File: src/rtl/sys_tx_ctrl_pkg.sv
// Shared configuration for the system-controller transmit path:
// data widths and the 3-bit state encoding of the TX sequencer.
package sys_tx_ctrl_pkg;

  localparam int WIDTH         = 8;
  localparam int ALU_OUT_WIDTH = 2 * WIDTH;

  localparam logic [2:0] ST_IDLE    = 3'd0;
  localparam logic [2:0] ST_RF_SEND = 3'd1;
  localparam logic [2:0] ST_RF_WAIT = 3'd2;
  localparam logic [2:0] ST_LO_SEND = 3'd3;
  localparam logic [2:0] ST_LO_WAIT = 3'd4;
  localparam logic [2:0] ST_HI_SEND = 3'd5;
  localparam logic [2:0] ST_HI_WAIT = 3'd6;

  typedef enum logic [2:0] {
    IDLE    = ST_IDLE,
    RF_SEND = ST_RF_SEND,
    RF_WAIT = ST_RF_WAIT,
    LO_SEND = ST_LO_SEND,
    LO_WAIT = ST_LO_WAIT,
    HI_SEND = ST_HI_SEND,
    HI_WAIT = ST_HI_WAIT
  } tx_state_e;

endpackage

File: src/rtl/sys_tx_ctrl_pend_slot.sv
// One-deep pending slot: holding register, pending flag and drop detection
// for one response source of the TX sequencer.
module sys_tx_pend_slot
  import sys_tx_ctrl_pkg::*;
#(
  parameter int W = WIDTH
) (
  input  logic         CLK,
  input  logic         RST,
  input  logic         valid,
  input  logic [W-1:0] data,
  input  logic         in_flight,
  input  logic         take,
  output logic         pend_r,
  output logic [W-1:0] hold_r,
  output logic         drop_r
);

  logic accept_s;

  // A new response is only accepted into an empty slot whose previous frame has left
  always_comb begin
    accept_s = 1'b0;
    if (valid && !pend_r && !in_flight) begin
      accept_s = 1'b1;
    end else begin
      accept_s = 1'b0;
    end
  end

  // Slot state: held data is never overwritten while pending or in flight
  always_ff @(posedge CLK or negedge RST) begin
    if (!RST) begin
      pend_r <= 1'b0;
      hold_r <= '0;
      drop_r <= 1'b0;
    end else begin
      drop_r <= valid & ~accept_s;
      if (accept_s) begin
        hold_r <= data;
        pend_r <= 1'b1;
      end else if (take) begin
        pend_r <= 1'b0;
      end else begin
        pend_r <= pend_r;
      end
    end
  end

endmodule

File: src/rtl/sys_tx_ctrl.sv
// Transmit-side sequencer: serialises register-file bytes and 2-byte ALU
// results (low byte first) into the UART TX using its busy handshake.
module sys_tx_ctrl
  import sys_tx_ctrl_pkg::*;
#(
  parameter int WIDTH         = sys_tx_ctrl_pkg::WIDTH,
  parameter int ALU_OUT_WIDTH = sys_tx_ctrl_pkg::ALU_OUT_WIDTH
) (
  input  logic                     CLK,
  input  logic                     RST,
  input  logic [WIDTH-1:0]         RF_RdData,
  input  logic                     RF_RdData_Valid,
  input  logic [ALU_OUT_WIDTH-1:0] ALU_OUT,
  input  logic                     ALU_OUT_Valid,
  input  logic                     TX_Busy,
  output logic [WIDTH-1:0]         TX_P_DATA,
  output logic                     TX_D_VALID,
  output logic                     Ctrl_Busy,
  output logic                     Drop_Err
);

  tx_state_e                state_r;
  logic [WIDTH-1:0]         tx_data_r;
  logic                     tx_valid_r;
  logic                     seen_low_r;
  logic                     ctrl_busy_r;
  logic                     rf_pend_r, alu_pend_r;
  logic                     rf_drop_r, alu_drop_r;
  logic [WIDTH-1:0]         rf_hold_r;
  logic [ALU_OUT_WIDTH-1:0] alu_hold_r;
  logic                     rf_flight_s, alu_flight_s;
  logic                     rf_take_s, alu_take_s;

  sys_tx_pend_slot #(.W(WIDTH)) u_rf_slot (
    .CLK(CLK), .RST(RST), .valid(RF_RdData_Valid), .data(RF_RdData),
    .in_flight(rf_flight_s), .take(rf_take_s),
    .pend_r(rf_pend_r), .hold_r(rf_hold_r), .drop_r(rf_drop_r)
  );

  sys_tx_pend_slot #(.W(ALU_OUT_WIDTH)) u_alu_slot (
    .CLK(CLK), .RST(RST), .valid(ALU_OUT_Valid), .data(ALU_OUT),
    .in_flight(alu_flight_s), .take(alu_take_s),
    .pend_r(alu_pend_r), .hold_r(alu_hold_r), .drop_r(alu_drop_r)
  );

  // Which source owns the frame in flight, and which one IDLE picks (RF first)
  always_comb begin
    rf_flight_s  = 1'b0;
    alu_flight_s = 1'b0;
    rf_take_s    = 1'b0;
    alu_take_s   = 1'b0;
    case (state_r)
      IDLE: begin
        rf_take_s  = rf_pend_r;
        alu_take_s = alu_pend_r & ~rf_pend_r;
      end
      RF_SEND, RF_WAIT:                   rf_flight_s  = 1'b1;
      LO_SEND, LO_WAIT, HI_SEND, HI_WAIT: alu_flight_s = 1'b1;
      default: begin
        rf_flight_s  = 1'b0;
        alu_flight_s = 1'b0;
      end
    endcase
  end

  // Sequencer FSM with registered frame data, request and busy outputs
  always_ff @(posedge CLK or negedge RST) begin
    if (!RST) begin
      state_r     <= IDLE;
      tx_data_r   <= '0;
      tx_valid_r  <= 1'b0;
      seen_low_r  <= 1'b0;
      ctrl_busy_r <= 1'b0;
    end else begin
      ctrl_busy_r <= (state_r != IDLE) | rf_pend_r | alu_pend_r;
      case (state_r)
        IDLE: begin
          // seen_low_r guards against a busy level left over from an earlier frame
          if (rf_pend_r) begin
            state_r    <= RF_SEND;
            tx_data_r  <= rf_hold_r;
            tx_valid_r <= 1'b1;
            seen_low_r <= ~TX_Busy;
          end else if (alu_pend_r) begin
            state_r    <= LO_SEND;
            tx_data_r  <= alu_hold_r[WIDTH-1:0];
            tx_valid_r <= 1'b1;
            seen_low_r <= ~TX_Busy;
          end else begin
            tx_valid_r <= 1'b0;
          end
        end
        RF_SEND, LO_SEND, HI_SEND: begin
          if (TX_Busy && seen_low_r) begin
            tx_valid_r <= 1'b0;
            state_r    <= (state_r == RF_SEND) ? RF_WAIT :
                          (state_r == LO_SEND) ? LO_WAIT : HI_WAIT;
          end else if (!TX_Busy) begin
            seen_low_r <= 1'b1;
          end else begin
            seen_low_r <= seen_low_r;
          end
        end
        LO_WAIT: begin
          if (!TX_Busy) begin
            state_r    <= HI_SEND;
            tx_data_r  <= alu_hold_r[ALU_OUT_WIDTH-1:WIDTH];
            tx_valid_r <= 1'b1;
            seen_low_r <= 1'b1;
          end else begin
            state_r <= LO_WAIT;
          end
        end
        RF_WAIT, HI_WAIT: begin
          if (!TX_Busy) begin
            state_r <= IDLE;
          end else begin
            state_r <= state_r;
          end
        end
        default: begin
          state_r    <= IDLE;
          tx_valid_r <= 1'b0;
        end
      endcase
    end
  end

  assign TX_P_DATA  = tx_data_r;
  assign TX_D_VALID = tx_valid_r;
  assign Ctrl_Busy  = ctrl_busy_r;
  assign Drop_Err   = rf_drop_r | alu_drop_r;

endmodule

File: config.mk
export PLATFORM = sky130hd
export DESIGN_NAME = sys_tx_ctrl
export DESIGN_NICKNAME = d
export VERILOG_FILES = /design/src/rtl/sys_tx_ctrl_pkg.sv /design/src/rtl/sys_tx_ctrl_pend_slot.sv /design/src/rtl/sys_tx_ctrl.sv
export SDC_FILE = /design/constraint.sdc
export NUM_CORES = 1
export LEC_CHECK = 0
export BUFFER_PORTS_ARGS = -buffer_cell sky130_fd_sc_hd__buf_2
export CAP_MARGIN = 0
export CORE_MARGIN = 2
export CORE_UTILIZATION = 40
export CTS_BUF_LIST = sky130_fd_sc_hd__clkbuf_4 sky130_fd_sc_hd__clkbuf_8
export DETAILED_ROUTE_END_ITERATION = 8
export PLACE_DENSITY = 0.66
export SKIP_LAST_GASP = 1
export SLEW_MARGIN = 5
export SYNTH_ARGS = -nofsm -noshare
export SYNTH_HDL_FRONTEND = slang
export SYNTH_HIERARCHICAL = 1
export SYNTH_SLANG_ARGS = --single-unit
File: constraint.sdc
create_clock -name CLK -period 1.69 [get_ports CLK]
set_input_delay 0.169 -clock CLK [delete_from_list [all_inputs] [get_ports CLK]]
set_output_delay 0.169 -clock CLK [all_outputs]
set_load 0.01 [all_outputs]
* Word level (Yosys, flattened, before mapping) *
Index checks and enable logic that the tools add are counted.

operators by class
  equality and inequality tests = 11
  mux-type cells = 32
  bitwise logic cells = 11
  reduce and logical (&&, ||, !) cells = 23

operator list
  operator                                             count
  two-way mux 8 bit                                    3
  two-way mux 1 bit                                    19
  case mux 8 bit (2 select lines)                      1
  two-way mux 3 bit                                    5
  case mux 3 bit (4 select lines)                      1
  AND reduction 3 bit                                  4
  equality test 3 bit, second input constant           3
  != test 2 bit, second input constant                 4
  equality test 3 x 2 -> 1 bit, second input constant  2
  nonzero test 2 bit                                   3
  nonzero test 3 bit                                   2
  logical AND 1 bit                                    5
  NOT 1 bit                                            5
  zero test 1 bit                                      4
  case mux 1 bit (4 select lines)                      1
  OR reduction 2 bit                                   2
  OR reduction 4 bit                                   1
  bitwise AND 1 bit                                    3
  equality test 3 x 1 -> 1 bit, second input constant  1
  zero test 3 bit                                      1
  != test 3 x 1 -> 1 bit, second input constant        1
  OR 1 bit                                             3
  case mux 1 bit (3 select lines)                      1
  OR reduction 3 bit                                   1
  two-way mux 2 bit                                    1

word-level totals
  register bits after elaboration = 42
  input bits = 29
  output and inout port bits = 11
  logic and storage cells = 88

* Depth between registers and ports, before layout *
Gate-level depths: netlist of the first run.

  depth in word-level cells = 8
  depth in mapped cells = 6
  depth with buffers taken out = 5

* By module *
The synthesis of the first run kept the hierarchy.

modules (own cells, without submodules)
  module                          instances  cells an instance  area an instance (um^2)  sequential area each (um^2)
  sys_tx_ctrl                     1          80                 899.6                    350.3
  sys_tx_pend_slot at u_alu_slot  1          39                 684.4                    450.4
  sys_tx_pend_slot at u_rf_slot   1          22                 379.1                    250.2

* Worst setup path before layout of the first run *
Ideal clock, no wire load.

  path kind = flip-flop to flip-flop
  from = register state_r[1]
  to = register u_alu_slot.hold_r[0]
  setup time = 125 ps
  arrival time = 1750 ps
  required time = 1565 ps
  slack = -185 ps
  stages on the path, launching flop included = 7
  path buffers = 2
  clock period less this slack = 1875 ps
  cells stage by stage = dfrtp_1 > clkbuf_1 > nand2_1 > xnor2_1 > nor3b_4 > buf_8 > mux2_2

on the way
  longest elaborated chain between the ends = 6
  elaborated cells between the ends (all ways) = 9
  those cells by class = eq/ne: 4; mux: 2; reduce/logical: 3

ends and longest elaborated chain
  what                                                                 RTL line                     text
  from (decl)                                                          sys_tx_ctrl.sv:22            tx_state_e state_r;
  from (signal assigned)                                               sys_tx_ctrl.sv:96            state_r <= (state_r == RF_SEND) ? RF_WAIT :
  from (signal assigned)                                               sys_tx_ctrl.sv:118           state_r <= state_r;
  equality test 3 x 2 -> 1 bit or equality test 3 bit (tied branches)  sys_tx_ctrl.sv:52            case (state_r)
  OR reduction 4 bit *                                                 sys_tx_ctrl.sv:52
  two-way mux 1 bit *                                                  sys_tx_ctrl.sv:52
  via alu_flight_s                                                     sys_tx_ctrl.sv:31            logic rf_flight_s, alu_flight_s;
  zero test 1 bit *                                                    sys_tx_ctrl_pend_slot.sv:24  if (valid && !pend_r && !in_flight) begin
  logical AND 1 bit *                                                  sys_tx_ctrl_pend_slot.sv:24
  two-way mux 1 bit *                                                  sys_tx_ctrl_pend_slot.sv:24
  to (signal assigned)                                                 sys_tx_ctrl_pend_slot.sv:40  hold_r <= data;
  to (decl)                                                            sys_tx_ctrl_pend_slot.sv:15  output logic [W-1:0] hold_r,

Mark *: on every way through the listed nets, which the timed path passes. The rest lies on a longest branch.
A chain may end at the register's enable or synchronous reset.

* Worst setup path in the final report of the first run *
  from = register state_r[0]
  to = register tx_data_r[7], in the netlist TX_P_DATA[7]

on the way
  longest elaborated chain between the ends = 3
  elaborated cells between the ends (all ways) = 7
  those cells by class = eq/ne: 3; mux: 1; reduce/logical: 3

ends and longest elaborated chain
  what                                                    RTL line            text
  equality test 3 bit or zero test 3 bit (tied branches)  sys_tx_ctrl.sv:76   case (state_r)
  != test 2 bit (no line), or another cell as far along   --
  AND reduction 3 bit (no line)                           --
  to (signal assigned)                                    sys_tx_ctrl.sv:81   tx_data_r <= rf_hold_r;
  to (signal assigned)                                    sys_tx_ctrl.sv:86   tx_data_r <= alu_hold_r[WIDTH-1:0];
  to (signal assigned)                                    sys_tx_ctrl.sv:107  tx_data_r <= alu_hold_r[ALU_OUT_WIDTH-1:WIDTH];
  to (decl)                                               sys_tx_ctrl.sv:23   logic [WIDTH-1:0] tx_data_r;

Several ways; a longest one is shown, not always the timed one.

==> results.tsv, run 1 <==
stage	metric	value	unit
global_routing	grt-busiest-layer	met2	
drt	route.detailed.drc	0	
clock_network	clockBufferDepth	2	
drt	dr_total_vias	1288	
clock_network	cts_tree	yes	
clock_network	numClockSinks	42	
clock_network	path_clk_slew	0.08	ns
setup_path	crit_slowest_cell	dfrtp_1	
die	pin_count	40	
sta	finalHoldViolCount	0	
placement	place_area	2330	µm²
power_and_ir_drop	pwr-share-seq	35.8	%
clock_network	worstSkewPairLatency	0.29	ns
drt	firstDrtPassIters	4	
cells_and_area	fin_util	53.5	%
die	die_y	74.1	µm
sta	slew_violations	0	
die	dieWidth	74.1	µm
synth	synth-edff-count	0	
drt	drtIter0Drc	52	
synth	ys_types	32	
placement	dpl.cell_count	255	
worst_hold_path	hp-class	primary input to flop	
synth	ys.warnings.count	6	
drt	routed_wl	3940	µm
die	die-area	5480	µm²
cells_and_area	fillCellCount	411	
global_routing	gr-usage-all-layers	16.1	%
sta	period_minus_slack	1.67	ns
setup_path	critical_path_class	flop to flop	
die	core-area	4720	µm²
sta	setup-violations-final	0	
drt	via_per_inst	4.88	
placement	dp_slack	0.0341	ns
clock_network	clockRootBuffer	clkbuf_8	
synth	seq_area_frac_synth	53.5	%
synth	syn_area_per_cell	13.9	µm²
setup_path	crit_chain	or3b_4 > buf_4 > mux2_4 > mux2_2	
setup_path	worstSetupEndpointType	flop	
global_routing	grt_pass1_wl	6420	µm
setup_path	start_kind	flop	
setup_path	slowest_delay	0.43	ns
placement	dp_hpwl	2880	µm
cells_and_area	syn_to_final_growth	28.6	%
power_and_ir_drop	power.net_switching	0.00156	W
power_and_ir_drop	p_total	0.00504	W
synth	synth_ff_type	dfrtp_1	
synth	synthCells	141	
power_and_ir_drop	internal-power	0.00348	W
synth	synth_top_cells_by_count	dfrtp_1, mux2_2, mux2_4	
setup_path	path_max_fanout	5	
cells_and_area	diodes	0	
setup_path	critPathRequiredTime	1.87	ns
synth	yosys-top-cells-area	dfrtp_1, mux2_2, mux2_4	
global_routing	gr-usage-met3	4.61	%
placement	gp_congestion	0.759	
sta	fin_skew	0.00775	ns
die	fp-row-count	25	
cells_and_area	finalInstanceArea	2520	µm²
cells_and_area	fin_cells	264	
sta	max_slew_margin	65.2	%
global_routing	met2_usage	28.4	%
drt	antenna_left	0	
sta	worst_pin_slew	0.522	ns
global_routing	grt_max_degree	43	
power_and_ir_drop	p_clk_share	15.7	%
placement	portBuffers	39	
sta	fin_ws	0.0150	ns
clock_network	numCtsBuffers	5	
global_routing	antenna_found_initial	0	
synth	yosys.area.top_type	dfrtp_1	
die	initial_utilization	41.6	%
cells_and_area	fin_nets	226	
drt	wl_per_cell	14.9	µm
sta	rsz0062_at_grt	true	
power_and_ir_drop	powerDensity	2000	nW/µm²
global_routing	grt_pass1_vias	1408	
power_and_ir_drop	ir_worst_vdd	0.769	mV
sta	timing.final.crit_share	99.1	%
synth	ys_async_sr_fraction	100	%
synth	synth_nets	170	
synth	ys_ff_latch	42	
flow_run	cap_viol_max_count	0	
run_status	outcome	finished clean	
power_and_ir_drop	switching_share	30.9	%
sta	max_freq	597	MHz
synth	synth_top_area_share	53.5	%
setup_path	worstPathArrival	1.85	ns
global_routing	gr-usage-met1	18.5	%
synth	synth.most_common_cell	dfrtp_1	
power_and_ir_drop	leakagePower	1.19	nW
clock_network	htree_levels	2	
power_and_ir_drop	pwr-share-comb	48.5	%
cells_and_area	drive_above_1_share	60.9	%
synth	syn_area	1960	µm²
global_routing	grt_overflow_total	0	
==> state kept, by name, summed over array words and instances, names as in the netlist <==
signal and flops:
Ctrl_Busy 1, u_rf_slot/pend_r 1, state_r 3, u_rf_slot/drop_r 1
u_alu_slot/drop_r 1, u_alu_slot/pend_r 1, TX_P_DATA 8, u_rf_slot/hold_r 8
seen_low_r 1, TX_D_VALID 1, u_alu_slot/hold_r 16
==> layout by cell type, fill, tap and decap left out, types with 2 or more instances in the layout <==
cell type / instances
mux2_2: 32
a31o_2: 2
nor3_1: 2
o21ai_0: 2
buf_2: 39
buf_6: 5
buf_4: 9
o21a_1: 2
a21oi_1: 4
nand2b_1: 2
inv_1: 4
dfrtp_1: 42
a211o_1: 2
a21o_2: 2
nand2_1: 4
mux2_4: 16
nor3b_4: 2
nor2_1: 4
clkbuf_8: 6
==> routing by layer <==
metal | up-vias | wire length [µm]
li1 | 615 | -
met1 | 633 | 1690
met2 | 34 | 1990
met3 | 6 | 201
met4 | 0 | 58
met5 | - | 0
==> area by class of cell <==
cell class	count	area [µm²]	area share, %
clock buffer	6	82.6	3.27
clock inverter	1	30.0	1.19
inverter	4	15.0	0.595
multi-input combinational	89	913	36.2
sequential	42	1050	41.6
tap	67	83.8	3.32
timing repair buffer	55	349	13.8
==> what timing repair did <==
item,in CTS,in global routing
setup endpoints to repair,0,25
endpoints found under the hold margin,42,0
gates resized for setup,0,15
buffers inserted,0,1
hold buffers,1,0
==> stage by stage <==
step	setup TNS (ns)	hold slack, ns
after global routing	-1.04	0.0939
after floorplan	-0.278	-0.127
after global placement	0	0.256
after CTS	0	0.0963
after detailed placement	0	0.266
final	0	0.102
==> path summary, 6_finish.rpt <==
kind | start | to | slack (ns) | depth (start not counted)
worst max-delay path | state_r[0]$_DFFE_PN0P_ | TX_P_DATA[7]$_DFFE_PN0P_ | 0.02 | 4
worst min-delay path | RF_RdData[6] | u_rf_slot/hold_r[6]$_DFFE_PN0P_ | 0.10 | 2
worst max register to register | state_r[0]$_DFFE_PN0P_ | TX_P_DATA[7]$_DFFE_PN0P_ | 0.02 | 4
worst min register to register | TX_P_DATA[3]$_DFFE_PN0P_ | TX_P_DATA[3]$_DFFE_PN0P_ | 0.51 | 1
max in group asynchronous | RST | TX_P_DATA[4]$_DFFE_PN0P_ | 0.85 | 3
min in group asynchronous | RST | u_rf_slot/hold_r[6]$_DFFE_PN0P_ | 0.47 | 3
==> critical path: cells and delay by family (launching register included) <==
family	cells	cell delay (ns)
muxes	2	0.55
buffers and inverters	1	0.17
DFF	1	0.43
and+or+nand+nor	1	0.42
==> power groups by stage <==
stage,clock [W],sequential [W],combinational [W]
floorplan,0,0.00180,0.00166
global placement,0,0.00179,0.00221
detailed placement,0,0.00182,0.00230
CTS,0.000820,0.00180,0.00231
global route,0.000867,0.00187,0.00266
finish,0.000792,0.00181,0.00244
==> logic make-up after synthesis <==
group | Yosys count | share of synthesized area [%]
buffers and inverters | 10 | 2.93
AOI/OAI and AO/OA | 17 | 6.31
muxes | 49 | 29.6
and+or+nand+nor | 22 | 7.20
DFF | 42 | 53.5
xor gates and xnor gates | 1 | 0.446
(Power assumes the default switching activity.)
==> inputs of run 2 (changes only) <==
CORE_MARGIN = 3   (was 2)
==> run 2 against run 1 <==
  * Critical path type unchanged
  * Cell count decreased by 1.1%
  * Flip-flop and latch count unchanged
  * Register-to-register slack about the same
==> results.tsv, run 2 (synthesized netlist as in run 1, its figures left out) <==
stage	metric	value	unit
run_status	outcome	finished clean	
sta	fin_skew	0.00765	ns
flow_run	cap_viol_max_count	0	
drt	firstDrtPassIters	4	
drt	antenna_left	0	
power_and_ir_drop	pwr-share-seq	36.6	%
cells_and_area	diodes	0	
sta	fin_ws	0.00377	ns
clock_network	numClockSinks	42	
sta	slew_violations	0	
power_and_ir_drop	ir_worst_vdd	0.893	mV
drt	dr_total_vias	1295	
sta	max_slew_margin	66.9	%
setup_path	worstPathArrival	1.87	ns
sta	rsz0062_at_grt	true	
die	core-area	4530	µm²
cells_and_area	final_common_cell	dfrtp_1	
setup_path	critPathRequiredTime	1.87	ns
die	die-area	5780	µm²
placement	gp_congestion	0.753	
die	pin_count	40	
drt	drtIter0Drc	25	
placement	place_area	2340	µm²
setup_path	start_kind	flop	
placement	dp_slack	-0.0232	ns
cells_and_area	regMostFlops	u_alu_slot/hold_r	
sta	timing.final.crit_share	99.8	%
global_routing	grt_max_degree	23	
placement	portBuffers	39	
clock_network	numCtsBuffers	5	
setup_path	worstSetupEndpointType	flop	
power_and_ir_drop	leakagePower	1.16	nW
die	dieWidth	76.1	µm
clock_network	worstSkewPairLatency	0.29	ns
power_and_ir_drop	pwr-share-comb	49.7	%
global_routing	grt_pass1_wl	7180	µm
cells_and_area	final_cell_mix	dfrtp_1, buf_2, mux2_2	
cells_and_area	drive_above_1_share	60.7	%
global_routing	antenna_found_initial	0	
clock_network	clockBufferDepth	2	
die	die_y	76.1	µm
drt	via_per_inst	4.96	
sta	period_minus_slack	1.69	ns
die	initial_utilization	43.3	%
drt	routed_wl	4110	µm
power_and_ir_drop	power.net_switching	0.00156	W
drt	wl_per_cell	15.8	µm
cells_and_area	fillCellCount	397	
cells_and_area	seq_area	1050	µm²
cells_and_area	fin_nets	224	
clock_network	path_clk_slew	0.08	ns
setup_path	critical_path_class	flop to flop	
cells_and_area	multiInputGateArea	885	µm²
sta	finalHoldViolCount	0	
worst_hold_path	hp-class	primary input to flop	
power_and_ir_drop	internal-power	0.00333	W
clock_network	cts_tree	yes	
sta	max_freq	593	MHz
power_and_ir_drop	powerDensity	1970	nW/µm²
power_and_ir_drop	p_clk_share	13.7	%
placement	dp_hpwl	2990	µm
global_routing	gr-usage-all-layers	15.7	%
clock_network	clockRootBuffer	clkbuf_8	
global_routing	grt_pass1_vias	1509	
sta	hold_ws	0.0918	ns
power_and_ir_drop	p_total	0.00489	W
sta	worst_pin_slew	0.496	ns
cells_and_area	syn_to_final_growth	26.7	%
cells_and_area	largest_reg_flops	16	
die	fp-row-count	24	
setup_path	path_max_fanout	17	
clock_network	htree_levels	2	
power_and_ir_drop	switching_share	32.0	%
sta	setup-violations-final	0	
global_routing	grt_overflow_total	0	
drt	route.detailed.drc	0	
cells_and_area	finalInstanceArea	2490	µm²
-- run 2: cell count changes in the layout (fill, tap and decap cells not counted), moves of 2 or more --
cell,change
mux2_2,+5
buf_4,-2
buf_6,-3
buf_12,+3
mux2_4,-5
-- run 2: critical path: stages (launching register included) --
cell and delay, ns:
dfrtp_1 0.41, buf_6 0.16, nand2_4 0.06, xnor2_2 0.16
nor3b_4 0.24, buf_12 0.18, mux2_2 0.35
-- run 2: layout make-up --
type	instances	area share, %
clock buffers	7	3.62
clock inverters	1	0.201
inverters	4	0.604
multi-input cells	89	35.6
flip-flops and latches	42	42.3
well taps	65	3.27
repair buffers	53	14.5
-- run 2: power groups by stage --
stage / sequential (W) / combinational [W] / clock, W
finish: 0.00179 / 0.00243 / 0.000672
global route: 0.00186 / 0.00265 / 0.000744
CTS: 0.00179 / 0.00239 / 0.000698
floorplan: 0.00180 / 0.00166 / 0
detailed placement: 0.00181 / 0.00235 / 0
global placement: 0.00177 / 0.00225 / 0
-- run 2: timing repair --
action	in CTS	in global routing
setup buffers	2	0
setup endpoints to repair	28	31
hold endpoints to repair	20	0
gates resized for setup	0	6
hold buffers	1	0
-- run 2: per-layer routing --
metal	GRT usage (%)	share of wire, %	vias to the layer above
met1	18.5	41	645
met5	0	0	-
met3	6.03	6.4	7
met2	26.2	51	35
met4	5.25	1.7	0
li1	-	-	608
-- run 2: final timing paths --
path                                     startpoint                                to  slack (ns)  cells past startpoint
min reg2reg                TX_P_DATA[0]$_DFFE_PN0P_          TX_P_DATA[0]$_DFFE_PN0P_        0.51                      1
max                          state_r[1]$_DFFE_PN0P_  u_alu_slot/hold_r[4]$_DFFE_PN0P_       0.004                      6
min                                 RF_RdData_Valid        u_rf_slot/drop_r$_DFF_PN0_        0.09                      2
max in group asynchronous                       RST  u_alu_slot/hold_r[9]$_DFFE_PN0P_        0.83                      3
min in group asynchronous                       RST          TX_P_DATA[0]$_DFFE_PN0P_        0.36                      2
max reg2reg                  state_r[1]$_DFFE_PN0P_  u_alu_slot/hold_r[4]$_DFFE_PN0P_       0.004                      6
-- run 2: stage by stage --
step,setup TNS [ns],instances,utilization (%)
2_1_floorplan,-0.278,141,-
3_3_place_gp,0,250,51.7
3_5_place_dp,-0.191,250,51.7
4_1_cts,-0.00197,261,54.4
5_1_grt,-1.07,261,54.9
6_report,0,261,54.9
==> inputs of run 3 (changes only) <==
CORE_MARGIN = default   (was 3)
CTS_CLUSTER_DIAMETER = 200   (was default)
SKIP_CTS_REPAIR_TIMING = 1   (was default)
==> run 3 against run 2 <==
  * Via count increased by 0.69%
  * Count of clock-buffer cells in the layout decreased by 2
  * Clock skew increased by 0.0022 ns
  * Non-clock buffer count increased by 1
  * Worst hold slack got worse by 0.0037 ns
  * Setup slack improved by 0.0027 ns
  * Largest cell class unchanged
  * Critical endpoint is now TX_P_DATA[0]$_DFFE_PN0P_
==> results.tsv, run 3 (synthesized netlist as in run 1, its figures left out) <==
stage	metric	value	unit
run_status	outcome	finished clean	
worst_hold_path	min_from	ALU_OUT_Valid	
power_and_ir_drop	power.net_switching	0.00158	W
power_and_ir_drop	leakagePower	1.15	nW
sta	timing.final.crit_share	99.6	%
sta	rsz0062_at_grt	true	
setup_path	r2r_setup_slack	0.006	ns
drt	drtIter0Drc	84	
placement	gp_congestion	0.884	
cells_and_area	syn_to_final_growth	26.5	%
setup_path	path_max_fanout	8	
clock_network	numCtsBuffers	5	
sta	max_slew_margin	56.0	%
sta	tns	0	ns
sta	setup-violations-final	0	
die	dieWidth	72.1	µm
cells_and_area	fin_nets	225	
worst_hold_path	min_to	u_alu_slot/drop_r$_DFF_PN0_	
setup_path	critPathTopFamily	multiplexers	
sta	fin_skew	0.00980	ns
cells_and_area	finalInstanceArea	2480	µm²
clock_network	clockBufferDepth	2	
cells_and_area	final_common_cell	dfrtp_1	
worst_hold_path	hold_depth	2	
die	pin_count	40	
placement	portBuffers	39	
clock_network	htree_levels	2	
cells_and_area	fillCellCount	432	
clock_network	cts_tree	yes	
setup_path	worstPathArrival	1.87	ns
power_and_ir_drop	internal-power	0.00326	W
global_routing	grt_overflow_total	0	
setup_path	worstSetupEndpointType	flop	
sta	slew_violations	0	
sta	worst_pin_slew	0.661	ns
drt	wl_per_cell	14.9	µm
global_routing	grt_max_degree	31	
die	die_y	72.1	µm
setup_path	critPathRequiredTime	1.87	ns
die	initial_utilization	41.6	%
setup_path	crit_chain	or3b_1 > buf_6 > mux2_4 > mux2_2	
global_routing	grt_pass1_wl	6510	µm
setup_path	worst-path-buf-inv	1	
power_and_ir_drop	pwr-share-comb	49.4	%
cells_and_area	fin_util	52.6	%
power_and_ir_drop	powerDensity	1950	nW/µm²
sta	period_minus_slack	1.68	ns
clock_network	path_clk_slew	0.08	ns
clock_network	worstSkewPairLatency	0.30	ns
setup_path	start_kind	flop	
drt	via_per_inst	4.94	
worst_hold_path	hp-class	primary input to flop	
power_and_ir_drop	pwr-share-seq	37.4	%
sta	finalHoldViolCount	0	
cells_and_area	drive_above_1_share	60.9	%
global_routing	antenna_found_initial	0	
placement	dp_hpwl	2850	µm
flow_run	cap_viol_max_count	0	
power_and_ir_drop	ir_worst_vdd	0.931	mV
die	fp-row-count	25	
setup_path	slowest_delay	0.45	ns
cells_and_area	regMostFlops	u_alu_slot/hold_r	
power_and_ir_drop	p_total	0.00484	W
setup_path	rr_worst_depth	4	
setup_path	reg2reg_from	state_r[0]$_DFFE_PN0P_	
sta	max_freq	594	MHz
cells_and_area	final_cell_mix	dfrtp_1, mux2_2, buf_2	
drt	route.detailed.drc	0	
drt	dr_total_vias	1304	
global_routing	grt_pass1_vias	1365	
clock_network	numClockSinks	42	
drt	firstDrtPassIters	4	
power_and_ir_drop	p_clk_share	13.2	%
power_and_ir_drop	switching_share	32.6	%
placement	place_area	2350	µm²
setup_path	critical_path_class	flop to flop	
die	die-area	5190	µm²
setup_path	reg2reg_to	TX_P_DATA[0]$_DFFE_PN0P_	
global_routing	gr-usage-all-layers	16.9	%
clock_network	clockRootBuffer	clkbuf_8	
drt	antenna_left	0	
drt	routed_wl	3930	µm
setup_path	crit_slowest_cell	dfrtp_2	
die	core-area	4720	µm²
cells_and_area	largest_reg_flops	16	
cells_and_area	diodes	0	
==> run 3: cell types whose count changed in the layout (fill, tap and decap cells not counted), sizes merged <==
cell and change:
buf +1, clkinvlp +1, clkinv +1, clkbuf -2
==> run 3: worst reg2reg max path: stages (launching register included) <==
cell and delay (ns):
dfrtp_2 0.45, or3b_1 0.39, buf_6 0.17, mux2_4 0.30
mux2_2 0.27
==> run 3: area by class of cell <==
cell class                 instances  area [µm²]  area share [%]
clock buffer                       5        68.8            2.77
clock inverter                     3        21.3           0.856
inverter                           4        15.0           0.605
multi-input combinational         89         875            35.2
sequential                        42        1050            42.4
tap                               67        83.8            3.38
timing repair buffer              54         368            14.8
==> run 3: metrics by stage <==
step	hold slack, ns	cells	setup slack, ns
after floorplan	-0.127	141	-0.0309
after global placement	0.224	253	0.0180
after detailed placement	0.246	253	-0.0389
after CTS	-0.0921	261	-0.0708
after global routing	0.0833	264	-0.0307
final	0.0882	264	0.00649
==> run 3: metal layers <==
| metal | global-route usage [%] | wire, µm | vias up |
|---|---|---|---|
| met5 | 0 | 0 | - |
| met4 | 5.88 | 58 | 0 |
| met3 | 5.14 | 210 | 7 |
| met2 | 28.7 | 2010 | 36 |
| met1 | 20.6 | 1650 | 654 |
| li1 | - | - | 607 |
==> run 3: power by group through the flow <==
stage | registers (W) | logic, W | clock network [W]
2_1_floorplan | 0.00180 | 0.00166 | 0
3_3_place_gp | 0.00181 | 0.00224 | 0
3_5_place_dp | 0.00184 | 0.00235 | 0
4_1_cts | 0.00182 | 0.00236 | 0.000673
5_1_grt | 0.00188 | 0.00258 | 0.000711
6_report | 0.00181 | 0.00239 | 0.000641
==> run 3: worst max-delay path by stage <==
stage                            from                                to  slack (ns)  cells after the start
2_1_floorplan  state_r[1]$_DFFE_PN0P_  u_alu_slot/hold_r[0]$_DFFE_PN0P_       -0.03                      6
3_3_place_gp   state_r[0]$_DFFE_PN0P_          TX_P_DATA[7]$_DFFE_PN0P_        0.02                      5
3_5_place_dp   state_r[0]$_DFFE_PN0P_          TX_P_DATA[0]$_DFFE_PN0P_       -0.04                      4
4_1_cts        state_r[0]$_DFFE_PN0P_          TX_P_DATA[0]$_DFFE_PN0P_       -0.07                      4
5_1_grt        state_r[2]$_DFFE_PN0P_          TX_P_DATA[0]$_DFFE_PN0P_       -0.03                      5
6_report       state_r[0]$_DFFE_PN0P_          TX_P_DATA[0]$_DFFE_PN0P_       0.006                      4
